**src/rtl/encoder_16_4_pkg.sv**
```systemverilog
`default_nettype none
// ============================================================================
// Module      : encoder_16_4_pkg
// Description : Shared CPU register-select definitions. Register codes follow
//               the one-hot "Rout" ordering: bit k of a select vector means
//               code k, so R0 sits at bit 15 and R15 at bit 0.
// Revision    : 1.0 - initial release
// ============================================================================
package encoder_16_4_pkg;

    localparam int SEL_W  = 16;
    localparam int CODE_W = 4;

    // Register codes.
    localparam logic [CODE_W-1:0] R0  = 4'hF;
    localparam logic [CODE_W-1:0] R1  = 4'hE;
    localparam logic [CODE_W-1:0] R2  = 4'hD;
    localparam logic [CODE_W-1:0] R3  = 4'hC;
    localparam logic [CODE_W-1:0] R4  = 4'hB;
    localparam logic [CODE_W-1:0] R5  = 4'hA;
    localparam logic [CODE_W-1:0] R6  = 4'h9;
    localparam logic [CODE_W-1:0] R7  = 4'h8;
    localparam logic [CODE_W-1:0] R8  = 4'h7;
    localparam logic [CODE_W-1:0] R9  = 4'h6;
    localparam logic [CODE_W-1:0] R10 = 4'h5;
    localparam logic [CODE_W-1:0] R11 = 4'h4;
    localparam logic [CODE_W-1:0] R12 = 4'h3;
    localparam logic [CODE_W-1:0] R13 = 4'h2;
    localparam logic [CODE_W-1:0] R14 = 4'h1;
    localparam logic [CODE_W-1:0] R15 = 4'h0;

    // One encoded result: code plus malformed-input flags.
    typedef struct packed {
        logic [CODE_W-1:0] code;
        logic              zero;
        logic              multi;
    } enc_result_t;

endpackage
`default_nettype wire

```
**src/rtl/prio_enc_16.sv**
```systemverilog
`default_nettype none
// ============================================================================
// Module      : prio_enc_16
// Description : Combinational 16-to-4 priority encoder with zero-hot and
//               multi-hot detection.
//   in_sel  in  16  select vector, bit k -> code k
//   code    out 4   index of the winning set bit (0 when none set)
//   zero    out 1   no bit set
//   multi   out 1   two or more bits set
//   HIGH_WINS       1: highest set bit wins, 0: lowest set bit wins
// Revision    : 1.0 - initial release
// ============================================================================
module prio_enc_16
    import encoder_16_4_pkg::*;
#(
    parameter int HIGH_WINS = 1
) (
    input  logic [SEL_W-1:0]  in_sel,
    output logic [CODE_W-1:0] code,
    output logic              zero,
    output logic              multi
);

    localparam logic [SEL_W-1:0] c_one = {{(SEL_W-1){1'b0}}, 1'b1};

    assign zero  = ~|in_sel;
    // Clearing the lowest set bit leaves something behind only when at
    // least two bits were set.
    assign multi = |(in_sel & (in_sel - c_one));

    generate
        if (HIGH_WINS != 0) begin : g_high_wins
            // Ascending scan: the last set bit seen is the highest.
            always_comb begin
                code = '0;
                for (int k = 0; k < SEL_W; k++) begin
                    if (in_sel[k]) begin
                        code = CODE_W'(k);
                    end
                end
            end
        end else begin : g_low_wins
            // Descending scan: the last set bit seen is the lowest.
            always_comb begin
                code = '0;
                for (int k = SEL_W - 1; k >= 0; k--) begin
                    if (in_sel[k]) begin
                        code = CODE_W'(k);
                    end
                end
            end
        end
    endgenerate

endmodule
`default_nettype wire

```
**src/rtl/encoder_16_4.sv**
```systemverilog
`default_nettype none
// ============================================================================
// Module      : encoder_16_4
// Description : Registered 16-to-4 register-select encoder with valid/ready
//               handshake on both sides and malformed-input accounting.
//   clk         in  1          clock, rising edge
//   clr         in  1          asynchronous active-high reset
//   in_sel      in  16         one-hot select vector
//   in_valid    in  1          in_sel valid
//   in_ready    out 1          encoder can accept this cycle
//   out_code    out 4          encoded register code
//   out_valid   out 1          result held in output register
//   out_ready   in  1          consumer accepts result
//   out_zero    out 1          result came from all-zero in_sel
//   out_multi   out 1          result came from multi-hot in_sel
//   err_sticky  out 1          any malformed input accepted since clear
//   err_count   out ERR_CNT_W  saturating count of malformed accepts
//   err_clr     in  1          synchronous clear of err_sticky/err_count
// Revision    : 1.0 - initial release
// ============================================================================
module encoder_16_4
    import encoder_16_4_pkg::*;
#(
    parameter int HIGH_WINS = 1,
    parameter int ERR_CNT_W = 8
) (
    input  logic                 clk,
    input  logic                 clr,
    input  logic [SEL_W-1:0]     in_sel,
    input  logic                 in_valid,
    output logic                 in_ready,
    output logic [CODE_W-1:0]    out_code,
    output logic                 out_valid,
    input  logic                 out_ready,
    output logic                 out_zero,
    output logic                 out_multi,
    output logic                 err_sticky,
    output logic [ERR_CNT_W-1:0] err_count,
    input  logic                 err_clr
);

    localparam logic [ERR_CNT_W-1:0] c_err_one = {{(ERR_CNT_W-1){1'b0}}, 1'b1};
    localparam logic [ERR_CNT_W-1:0] c_err_max = {ERR_CNT_W{1'b1}};

    enc_result_t          w_enc;
    enc_result_t          r_result;
    logic                 r_out_valid;
    logic                 r_err_sticky;
    logic [ERR_CNT_W-1:0] r_err_count;
    logic                 w_accept;
    logic                 w_malformed;

    prio_enc_16 #(
        .HIGH_WINS (HIGH_WINS)
    ) u_prio_enc (
        .in_sel (in_sel),
        .code   (w_enc.code),
        .zero   (w_enc.zero),
        .multi  (w_enc.multi)
    );

    // Ready depends only on the output register state and the consumer, so
    // there is no combinational path from in_valid.
    assign in_ready    = !r_out_valid || out_ready;
    assign w_accept    = in_valid && in_ready;
    assign w_malformed = w_enc.zero || w_enc.multi;

    // Output register. A drain without a new accept only drops valid; the
    // code and flags keep their last values.
    always_ff @(posedge clk or posedge clr) begin
        if (clr) begin
            r_result    <= '0;
            r_out_valid <= 1'b0;
        end else if (w_accept) begin
            r_result    <= w_enc;
            r_out_valid <= 1'b1;
        end else if (out_ready) begin
            r_out_valid <= 1'b0;
        end
    end

    // Error accounting. err_clr takes precedence over a same-cycle
    // malformed accept.
    always_ff @(posedge clk or posedge clr) begin
        if (clr) begin
            r_err_sticky <= 1'b0;
            r_err_count  <= '0;
        end else if (err_clr) begin
            r_err_sticky <= 1'b0;
            r_err_count  <= '0;
        end else if (w_accept && w_malformed) begin
            r_err_sticky <= 1'b1;
            if (r_err_count != c_err_max) begin
                r_err_count <= r_err_count + c_err_one;
            end
        end
    end

    assign out_code   = r_result.code;
    assign out_zero   = r_result.zero;
    assign out_multi  = r_result.multi;
    assign out_valid  = r_out_valid;
    assign err_sticky = r_err_sticky;
    assign err_count  = r_err_count;

endmodule
`default_nettype wire

```
**config.mk**
```make
export PLATFORM = sky130hd
export DESIGN_NAME = encoder_16_4
export DESIGN_NICKNAME = d
export VERILOG_FILES = /design/src/rtl/encoder_16_4_pkg.sv /design/src/rtl/prio_enc_16.sv /design/src/rtl/encoder_16_4.sv
export SDC_FILE = /design/constraint.sdc
export NUM_CORES = 1
export LEC_CHECK = 0
export ABC_CLOCK_PERIOD_IN_PS = 2300
export BUFFER_PORTS_ARGS = -buffer_cell sky130_fd_sc_hd__buf_2
export CORE_MARGIN = 10
export CORE_UTILIZATION = 40
export DETAILED_ROUTE_END_ITERATION = 10
export PLACE_DENSITY = 0.68
export SLEW_MARGIN = 20
export SYNTH_ARGS = -nofsm -noshare
export SYNTH_HDL_FRONTEND = slang
export SYNTH_SLANG_ARGS = --single-unit
```
**constraint.sdc**
```tcl
create_clock -name clk -period 2.3 [get_ports clk]
set_input_delay 0.23 -clock clk [delete_from_list [all_inputs] [get_ports clk]]
set_output_delay 0.23 -clock clk [all_outputs]
set_load 0.1 [all_outputs]
```
==> flow_summary.yaml <==
grt:
  grtUsageTotal_pct: 11.9
  antenna_found_initial: 0
  grt_pass1_vias: 1170
  grt_max_degree: 17
  grt_pass1_wl_um: 5130
  gr-total-overflow: 0
finish:
  drive_above_1_share_pct: 40.2
  areaGrowthSynthToFinish_pct: 44.3
  stdcell_area_um2: 1470
  antenna_cells: 0
  nets: 197
sta:
  max_slew_margin_pct: 59.6
  fmax_mhz: 454
  skew_ns: 0.0102
  tns_ns: 0
  hold_viol_final: 9
  finalWorstSetupSlack_ns: 0.0956
  setup_viol: 0
  worst_slew_pin_slew_ns: 0.605
  drv_slew: 0
  rsz0062_at_grt: "no"
  min_period_ns: 2.20
  holdWs_ns: -0.00634
  finalCritPeriodShare_pct: 95.8
synthesis:
  synth-simple-area-share_pct: 25.4
  ys_types: 36
  ys_warn_count: 0
  synth_top_area_share_pct: 39.3
  yosys_register_bits: 16
  synth-compound-area-share_pct: 26.0
  synth-edff-count: 0
  synth_top_family_by_area: "compound AO/OA/AOI/OAI gates"
  synth_top_flop_cell: "dfrtp_1"
  syn_area_per_cell_um2: 8.63
  synth_mux_area_share_pct: 1.97
  yosysSeqAreaShare_pct: 39.3
  syn_area_um2: 1020
  syn_inst: 118
  synthAdderAreaFrac_pct: 2.21
  synth_xor_area_share_pct: 0.860
  synth_area_leaders: "dfrtp_1, a21oi_1, nor2_1, o31ai_1, nor4_1"
  yosys.area.top_type: "dfrtp_1"
  synthArstFlopShare_pct: 100
  synthesis.nets: 140
cts:
  clock_sinks: 16
  postCtsHoldBufs: 0
  cts_resized: 0
  insertion_delay_ns: 0.29
  cts_buffer_depth: 2
  cts_buffers: 3
  cts_setup_buffers: 0
  cts_root_buf: "clkbuf_4"
  path_clk_slew_ns: 0.10
  cts_tree: "done"
  h-tree-depth: 1
pwr:
  power_w: 0.000723
  powerDensity_nw_per_um2: 492
  power.leakage_nw: 0.673
  vdd_drop_max_mv: 0.356
floorplanning:
  initial_core_util_pct: 41.5
  io_pins: 38
  core_um2: 2450
  die_area_um2: 4960
  num_rows: 18
  die_y_um: 70.5
  die_w_um: 70.5
drt:
  ant_nets: 0
  via_count: 1162
  drt-initial-drc-count: 38
  dr.pass1.iters: 4
  drcViolationCount: 0
  drt-total-wl_um: 3000
  vias_per_cell: 5.70
  drt-wirelength-per-cell_um: 14.7
placement:
  portBuffers: 37
  post-place-ws_ns: -0.285
  hpwl_um: 2440
  place_area_um2: 1400
  gp_congestion: 0.790
worst_setup_path:
  end_kind: "flip-flop"
  worst-r2r-cell-count: 5
  cp_max_fo: 7
  crit_arrival_ns: 2.39
  critPathLaunchType: "primary input"
  cp.required_ns: 2.48
  critPathKind: "primary input to flip-flop"
run_status:
  violations: "negative hold slack"
  status: "complete, but fails checks"
flow_run:
  cap_violations: 0
min_path:
  hold_class: "primary input to async pin"
final cells by class:
type | count | area [um^2]
Clock buffer | 4 | 36.3
Fill cell | 235 | 985
Inverter | 5 | 18.8
Multi-Input combinational cell | 94 | 656
Sequential cell | 16 | 402
Tap cell | 30 | 37.5
Timing Repair Buffer | 55 | 320
sequential cells by signal, indices dropped and copies added (netlist names):
signal / flops
err_count: 8
out_code: 4
err_sticky: 1
out_multi: 1
out_valid: 1
out_zero: 1
report_power, final:
group          leakage [nW]  switching (W)  internal (W)
logic                 0.457       0.000170     0.0000678
registers             0.195      0.0000103      0.000292
clock network        0.0210      0.0000860     0.0000964
total                 0.673       0.000266      0.000457
routing by layer:
metal  vias to the layer above  part of all wire [%]  GRT usage, %  wire [um]
li1                        575                     -             -          -
met1                       551                    44          13.3       1320
met2                        31                    50          21.2       1500
met3                         5                   4.8          2.82        143
met4                         0                   1.4          4.39         42
met5                         -                     0             0          0
cell families (layout without fill, tap and decap cells):
logic type | count (synthesis) | in the layout
muxes | 2 | 2
adders and majority gates | 2 | 2
and+or+nand+nor | 49 | 49
buffers and inverters | 9 | 64
xor gates and xnor gates | 1 | 1
AOI/OAI and AO/OA | 39 | 40
DFF | 16 | 16
Yosys cell counts (2+ instances only):
cell type  number
nand2_1         5
nand2b_1        2
inv_1           5
o21ai_0         2
nor2_1         13
dfrtp_1        16
o21ai_1         5
nand3_1         5
or4_1           4
nor4_1          5
o21a_1          2
o31a_1          2
a21oi_1        10
o2111ai_1       2
o31ai_1         5
o21bai_1        2
nor3_1          5
mux2i_1         2
a31oi_1         4
or3_1           5
and3_1          2
worst paths after layout:
path / from / slack, ns / to
worst max-delay path: in_sel[0] / 0.1 / err_count[1]
worst min-delay path: clr / -0.006 / err_count[7]
worst max register to register: err_count[0] / 0.58 / err_count[7]
worst min register to register: out_code[0] / 0.52 / out_code[0]
max in group asynchronous: clr / 1.87 / out_valid
min in group clk: in_valid / 0.18 / out_valid
worst max-delay path, stage by stage:
cell       delay (ns)
buf_2            0.10
or4_4            0.60
o41ai_4          0.32
o2111ai_2        0.17
or4_4            0.55
o211ai_4         0.14
mux2i_1          0.23
nor2_1           0.05
cell usage in the layout, fill, tap and decap left out, types with 2 or more instances in the layout:
master	netlist	routed
o31a_1	2	2
o21ai_0	2	2
or3_1	5	5
and3_1	2	2
nor2_1	13	13
a21oi_1	10	10
o31ai_1	5	4
nand3_1	5	5
or4_1	4	3
or4_4	1	2
o21a_1	2	2
mux2i_1	2	2
o21ai_1	5	5
nand2_1	5	5
buf_4	0	18
a31oi_1	4	4
dfrtp_1	16	15
clkbuf_4	0	3
nor4_1	5	5
nor3_1	5	4
buf_2	1	37
inv_1	5	5
o21bai_1	2	2
metrics by stage:
| stage | hold slack (ns) | std cells | utilization (%) |
|---|---|---|---|
| after global routing | 0.0393 | 204 | 59.9 |
| after CTS | 0.0167 | 203 | 58.5 |
| after global placement | 0.319 | 199 | 57.0 |
| after detailed placement | 0.329 | 199 | 57.0 |
| final | -0.00634 | 204 | 59.9 |
| after floorplan | 0.144 | 118 | - |
No activity file was read; power rests on OpenSTA's default activity.
